## src/rtl/muntjac_tl_host_arbiter.sv

```systemverilog
// Merges NumLinks TileLink host links onto one device port: round-robin A arbitration
// with burst locking, and D beats routed back to the link owning the source ID.
module muntjac_tl_host_arbiter #(
    parameter int unsigned NumLinks    = 4,
    parameter int unsigned DataWidth   = 64,
    parameter int unsigned AddrWidth   = 56,
    parameter int unsigned SourceWidth = 4,
    parameter int unsigned SinkWidth   = 1,
    parameter logic [NumLinks*SourceWidth-1:0] SourceBase = {4'd3, 4'd2, 4'd1, 4'd0},
    parameter logic [NumLinks*SourceWidth-1:0] SourceMask = '0,
    localparam int unsigned ABits = 3 + 3 + 3 + SourceWidth + AddrWidth + DataWidth / 8 + 1 + DataWidth,
    localparam int unsigned DBits = 3 + 2 + 3 + SourceWidth + SinkWidth + 1 + 1 + DataWidth
) (
    input  logic                      clk_i,
    input  logic                      rst_i,

    input  logic [NumLinks-1:0]       host_a_valid_i,
    output logic [NumLinks-1:0]       host_a_ready_o,
    input  logic [NumLinks*ABits-1:0] host_a_i,

    output logic                      dev_a_valid_o,
    input  logic                      dev_a_ready_i,
    output logic [ABits-1:0]          dev_a_o,

    input  logic                      dev_d_valid_i,
    output logic                      dev_d_ready_o,
    input  logic [DBits-1:0]          dev_d_i,

    output logic [NumLinks-1:0]       host_d_valid_o,
    input  logic [NumLinks-1:0]       host_d_ready_i,
    output logic [NumLinks*DBits-1:0] host_d_o,

    output logic                      route_err_o
);

    localparam int unsigned IdxW      = $clog2(NumLinks);
    localparam int unsigned CntW      = 8;
    localparam int unsigned BeatShift = $clog2(DataWidth / 8);
    localparam int unsigned DSrcLsb   = DataWidth + 2 + SinkWidth;

    logic [IdxW-1:0] rr_q, rr_d;
    logic [IdxW-1:0] lock_idx_q, lock_idx_d;
    logic            lock_q, lock_d;
    logic [CntW-1:0] cnt_q, cnt_d;
    logic            route_err_q, route_err_d;

    logic [ABits-1:0] a_payload [NumLinks];

    for (genvar k = 0; k < NumLinks; k++) begin : g_a_unpack
        assign a_payload[k] = host_a_i[k*ABits +: ABits];
    end

    logic [IdxW-1:0] search_idx;
    logic            search_hit;
    logic [IdxW:0]   cand;

    // Walk from the lowest priority offset to the highest so the last hit is the winner.
    always_comb begin
        search_idx = '0;
        search_hit = 1'b0;
        cand       = '0;
        for (int i = NumLinks - 1; i >= 0; i--) begin
            cand = {1'b0, rr_q} + (IdxW+1)'(i);
            if (cand >= (IdxW+1)'(NumLinks)) begin
                cand = cand - (IdxW+1)'(NumLinks);
            end
            if (host_a_valid_i[cand[IdxW-1:0]]) begin
                search_hit = 1'b1;
                search_idx = cand[IdxW-1:0];
            end
        end
    end

    logic [IdxW-1:0] grant_idx;
    logic            grant_active;
    logic [IdxW-1:0] grant_next;

    always_comb begin
        grant_idx    = lock_q ? lock_idx_q : search_idx;
        grant_active = lock_q | search_hit;
        grant_next   = (grant_idx == IdxW'(NumLinks - 1)) ? '0 : grant_idx + 1'b1;
    end

    always_comb begin
        host_a_ready_o = '0;
        if (grant_active) begin
            host_a_ready_o[grant_idx] = dev_a_ready_i;
        end
        dev_a_valid_o = grant_active & host_a_valid_i[grant_idx];
        dev_a_o       = a_payload[grant_idx];
    end

    logic [2:0]      a_opcode;
    logic [2:0]      a_size;
    logic            a_multi;
    logic [CntW-1:0] a_beats;
    logic            a_accept;

    always_comb begin
        a_opcode = dev_a_o[ABits-1 -: 3];
        a_size   = dev_a_o[ABits-7 -: 3];
        a_multi  = (a_opcode == 3'd0 || a_opcode == 3'd1) && (32'(a_size) > BeatShift);
        a_beats  = a_multi ? (CntW'(1) << (a_size - 3'(BeatShift))) : CntW'(1);
        a_accept = dev_a_valid_o & dev_a_ready_i;
    end

    // The pointer only advances when a whole message has gone through.
    always_comb begin
        rr_d       = rr_q;
        lock_d     = lock_q;
        lock_idx_d = lock_idx_q;
        cnt_d      = cnt_q;
        if (a_accept) begin
            if (lock_q) begin
                cnt_d = cnt_q - 1'b1;
                if (cnt_q == CntW'(1)) begin
                    lock_d = 1'b0;
                    rr_d   = grant_next;
                end
            end else if (a_multi) begin
                lock_d     = 1'b1;
                lock_idx_d = grant_idx;
                cnt_d      = a_beats - 1'b1;
            end else begin
                rr_d = grant_next;
            end
        end
    end

    logic [SourceWidth-1:0] d_source;
    logic [IdxW-1:0]        d_idx;
    logic                   d_match;

    always_comb begin
        d_source = dev_d_i[DSrcLsb +: SourceWidth];
        d_idx    = '0;
        d_match  = 1'b0;
        for (int k = NumLinks - 1; k >= 0; k--) begin
            if ((d_source & ~SourceMask[k*SourceWidth +: SourceWidth]) ==
                (SourceBase[k*SourceWidth +: SourceWidth] & ~SourceMask[k*SourceWidth +: SourceWidth])) begin
                d_match = 1'b1;
                d_idx   = IdxW'(k);
            end
        end
    end

    // Unroutable beats are swallowed so the device never stalls on them.
    always_comb begin
        host_d_valid_o = '0;
        if (d_match) begin
            host_d_valid_o[d_idx] = dev_d_valid_i;
        end
        dev_d_ready_o = d_match ? host_d_ready_i[d_idx] : 1'b1;
        host_d_o      = {NumLinks{dev_d_i}};
        route_err_d   = route_err_q | (dev_d_valid_i & ~d_match);
    end

    assign route_err_o = route_err_q;

    always_ff @(posedge clk_i) begin
        if (rst_i) begin
            rr_q        <= '0;
            lock_q      <= 1'b0;
            lock_idx_q  <= '0;
            cnt_q       <= '0;
            route_err_q <= 1'b0;
        end else begin
            rr_q        <= rr_d;
            lock_q      <= lock_d;
            lock_idx_q  <= lock_idx_d;
            cnt_q       <= cnt_d;
            route_err_q <= route_err_d;
        end
    end

endmodule
```

## config.mk

```make
export PLATFORM = sky130hd
export DESIGN_NAME = muntjac_tl_host_arbiter
export DESIGN_NICKNAME = d
export VERILOG_FILES = /design/src/rtl/muntjac_tl_host_arbiter.sv
export SDC_FILE = /design/constraint.sdc
export NUM_CORES = 1
export LEC_CHECK = 0
export BUFFER_PORTS_ARGS = -buffer_cell sky130_fd_sc_hd__buf_4
export CAP_MARGIN = 20
export CORE_AREA = 2 2 435 437
export CTS_CLUSTER_SIZE = 25
export DETAILED_ROUTE_END_ITERATION = 6
export DIE_AREA = 0 0 437 439
export HOLD_SLACK_MARGIN = 0.03
export PLACE_DENSITY = 0.3
export RECOVER_POWER = 100
export SETUP_SLACK_MARGIN = 0.05
export SYNTH_ARGS = -nofsm -noshare
export SYNTH_HDL_FRONTEND = slang
export SYNTH_SLANG_ARGS = --single-unit
```

## constraint.sdc

```tcl
create_clock -name clk_i -period 4.3 [get_ports clk_i]
set_clock_uncertainty 0.15 [all_clocks]
set_input_delay 0.86 -clock clk_i [delete_from_list [all_inputs] [get_ports clk_i]]
set_output_delay 0.86 -clock clk_i [all_outputs]
set_load 0.01 [all_outputs]
```

==> impl_results.md <==
- Core ar.: about 0.19 mm2
- Final critical-path required period: 4230 ps
- PortBufs: 752
- Post-CTS Hold Buffers: 0
- Post-synth top area share: 29.3%
- Final Non-Filler Cells: 4390
- Pre-Repair DR Iteration Count: 5
- Number of max-cap violations: 0
- Final Wtd Congestion: 0.912
- Placed cell count: about 4400
- DP Wirelength: 96300 um
- Hold crit path type: reg -> reg
- Crit end category: output port
- DRT antenna net count: 0
- Crit path top cell by count: buf_12
- Post-synth EDFFs: 0
- Reg clk slew, reported paths: approximately 50 ps
- Layout cells sized above 1: 42.0%
- Via density: 2.77
- Final Slew Violations: 0
- Status: completed
- Rows: 159
- CP max stage delay: 300 ps
- YS warnings: 0
- Final hold slack: 335 ps
- Max FO, Critical Path: 27
- Overall Global Routing Usage: about 10%
- Clock Tree Root: clkbuf_16
- Share of flip-flops with an asynchronous set or reset: 0%
- Tcrit/Tclk final: between 90% and 100%
- Leading area contributor after synthesis: buf_4
- Worst VDD drop: ~0.24 mV
- TritonCTS Buffers: 3
- Critical path class: in -> out
- TritonCTS clock tree: done
- DRT iter0 DRCs: slightly below 900
- Layout filler cell count: around 22000
- Netlist cell types: 69
- Top cells by area, synth: buf_4 29%, nand2_1 26%, a31oi_1 11%
- HP Start: cnt_q[7]
- FF-to-FF path depth: 18
- Die Width: 437 um
- R2R Path Start: rr_q[1]
- H-tree levels: 1
- Critical path cell sequence: buf_4, nor3b_1, a211oi_2, o221ai_2, buf_12, nand2_8, buf_12, buf_16, nand2_1, and3_1, a31oi_1, clkbuf_2
- Crit path required time: about 3300 ps
- PnR worst setup slack: 71.3 ps
- CP max stage cell: a211oi_2
- Avg WL per Cell: 24.5 um
- Synth-to-Final Area Change: 85.6%
- Boundary pin count: 1128
- Final setup vio count: 0
- Post-Route WL: 108000 um
- Initial antenna violation count: 95
- Max_slew headroom: 52.3%
- Syn Inst Count: approximately 1400
- Vias in the first global route: 11900
- Post-route total power: ~8.4 mW
- Syn_nets: 2105
- Die H: 439 um
- DRC Markers: 0
- Pwr Density: 552 mW/mm2
- Largest net degree at the start of global routing: 83
- Gr ovfl total: 0
- Vias: between 10000 and 15000
- Placed cell areas: 0.0152 mm2
- Final Util: ~8.1%
- Leakage: 6.50 nW
- Post-synthesis sequential area ratio: 3.44%
- Worst slack at placement: -52.6 ps
- Tightest Pin Transition: about 700 ps
- CP arrival: 3220 ps
- Critical Path Source: host_a_valid_i[3]
- FF+latch count, synth: 14
- Hold depth: 2
- Num Clock Sinks: 14
- Achievable Freq: 0.236 GHz
- Final Hold Fails: 0
- Max Buffers Root-to-Sink: 2
- Layout Nets: 2549
- Initial core utilization: approximately 4.4%
- Post-Route Setup TNS: 0 ps
- RSZ-0062 raised after global routing: true
- Startpoint types: primary input
- Global-route wire length before repair: 131000 um
- Die ar.: 0.192 mm2
- Most used DFF post-synth: dfxtp_1
- Avg Inst Size Synth: 5.67 um2
- Final design instance area without fill: 0.0151 mm2
- Most common cell in the netlist: nand2_1
- Clk_lat worst skew: 250 ps
- Post-Syn Area: 0.00816 mm2
- Top cells by count, synth: 561 x nand2_1, 318 x buf_4, 138 x a31oi_1
[cells by family after synthesis]
group	after synthesis	share of synthesized area (%)
AOI/OAI and AO/OA	206	17.7
xor gates and xnor gates	1	0.107
adders and majority gates	8	1.23
buffers and inverters	431	34.7
DFF	14	3.44
muxes	7	1.01
and+or+nand+nor	771	41.8
[critical path, delay by kind of cell]
kind / cells / cell delay (ps)
buffers and inverters: 5 / 960
and+or+nand+nor: 4 / 630
AOI/OAI and AO/OA: 3 / 710
[power by group]
group / total [mW] / switching [mW] / leakage [nW] / internal [mW]
combinational: 7.97 / 4.82 / 6.34 / 3.14
sequential: 0.187 / 0.0327 / 0.114 / 0.154
clock: 0.204 / 0.0622 / 0.0442 / 0.141
[layout by cell type, fill, tap and decap left out, drive strengths merged, types with 3 or more instances in the layout]
| master | netlist | layout |
|---|---|---|
| o21a | 3 | 3 |
| nand3 | 7 | 7 |
| and3 | 137 | 137 |
| a211oi | 9 | 9 |
| nor4 | 5 | 5 |
| a22oi | 3 | 3 |
| o31ai | 11 | 11 |
| dfxtp | 14 | 14 |
| a31oi | 138 | 138 |
| ha | 8 | 8 |
| inv | 14 | 14 |
| diode | 0 | 14 |
| nand2b | 7 | 7 |
| a21oi | 9 | 9 |
| or3 | 3 | 3 |
| o211ai | 3 | 3 |
| nor2 | 19 | 19 |
| and2 | 4 | 4 |
| nand2 | 562 | 562 |
| mux2i | 6 | 6 |
| clkbuf | 84 | 137 |
| o21ai | 8 | 8 |
| nor3 | 4 | 4 |
| buf | 332 | 720 |
| nand4 | 12 | 12 |
[cell type report]
cell class	count	area, um2	share of cell area, %
antenna	14	35.0	0.231
clock buffer	4	88.8	0.587
inverter	15	68.8	0.454
multi-input combinational	993	5130	33.8
sequential	14	280	1.85
tap	2495	3120	20.6
timing repair buffer	855	6420	42.4
[sequential cells by signal, indices dropped and copies added, names as in the netlist]
name         count
route_err_o      1
rr_q             2
cnt_q            8
lock_idx_q       2
lock_q           1
[what timing repair did]
action | in CTS | in global routing
setup buffers | 2 | 1
pin swaps | 1 | 4
gates cloned | 2 | 4
gates resized for setup | 8 | 14
setup endpoints to repair | 12 | 65
[path summary, 6_finish.rpt]
path | to | slack [ps]
worst max-delay path | dev_a_o[68] | 70
worst min-delay path | cnt_q[7] | 340
worst max register to register | cnt_q[4] | 580
worst min register to register | cnt_q[7] | 340
[routing by layer]
layer  wire [um]  GRT usage [%]
met1       39400           11.3
met3       15500           6.65
met5         515          0.471
met4        1390          0.489
met2       51000           17.6
No activity file was read; power rests on OpenSTA's default activity.
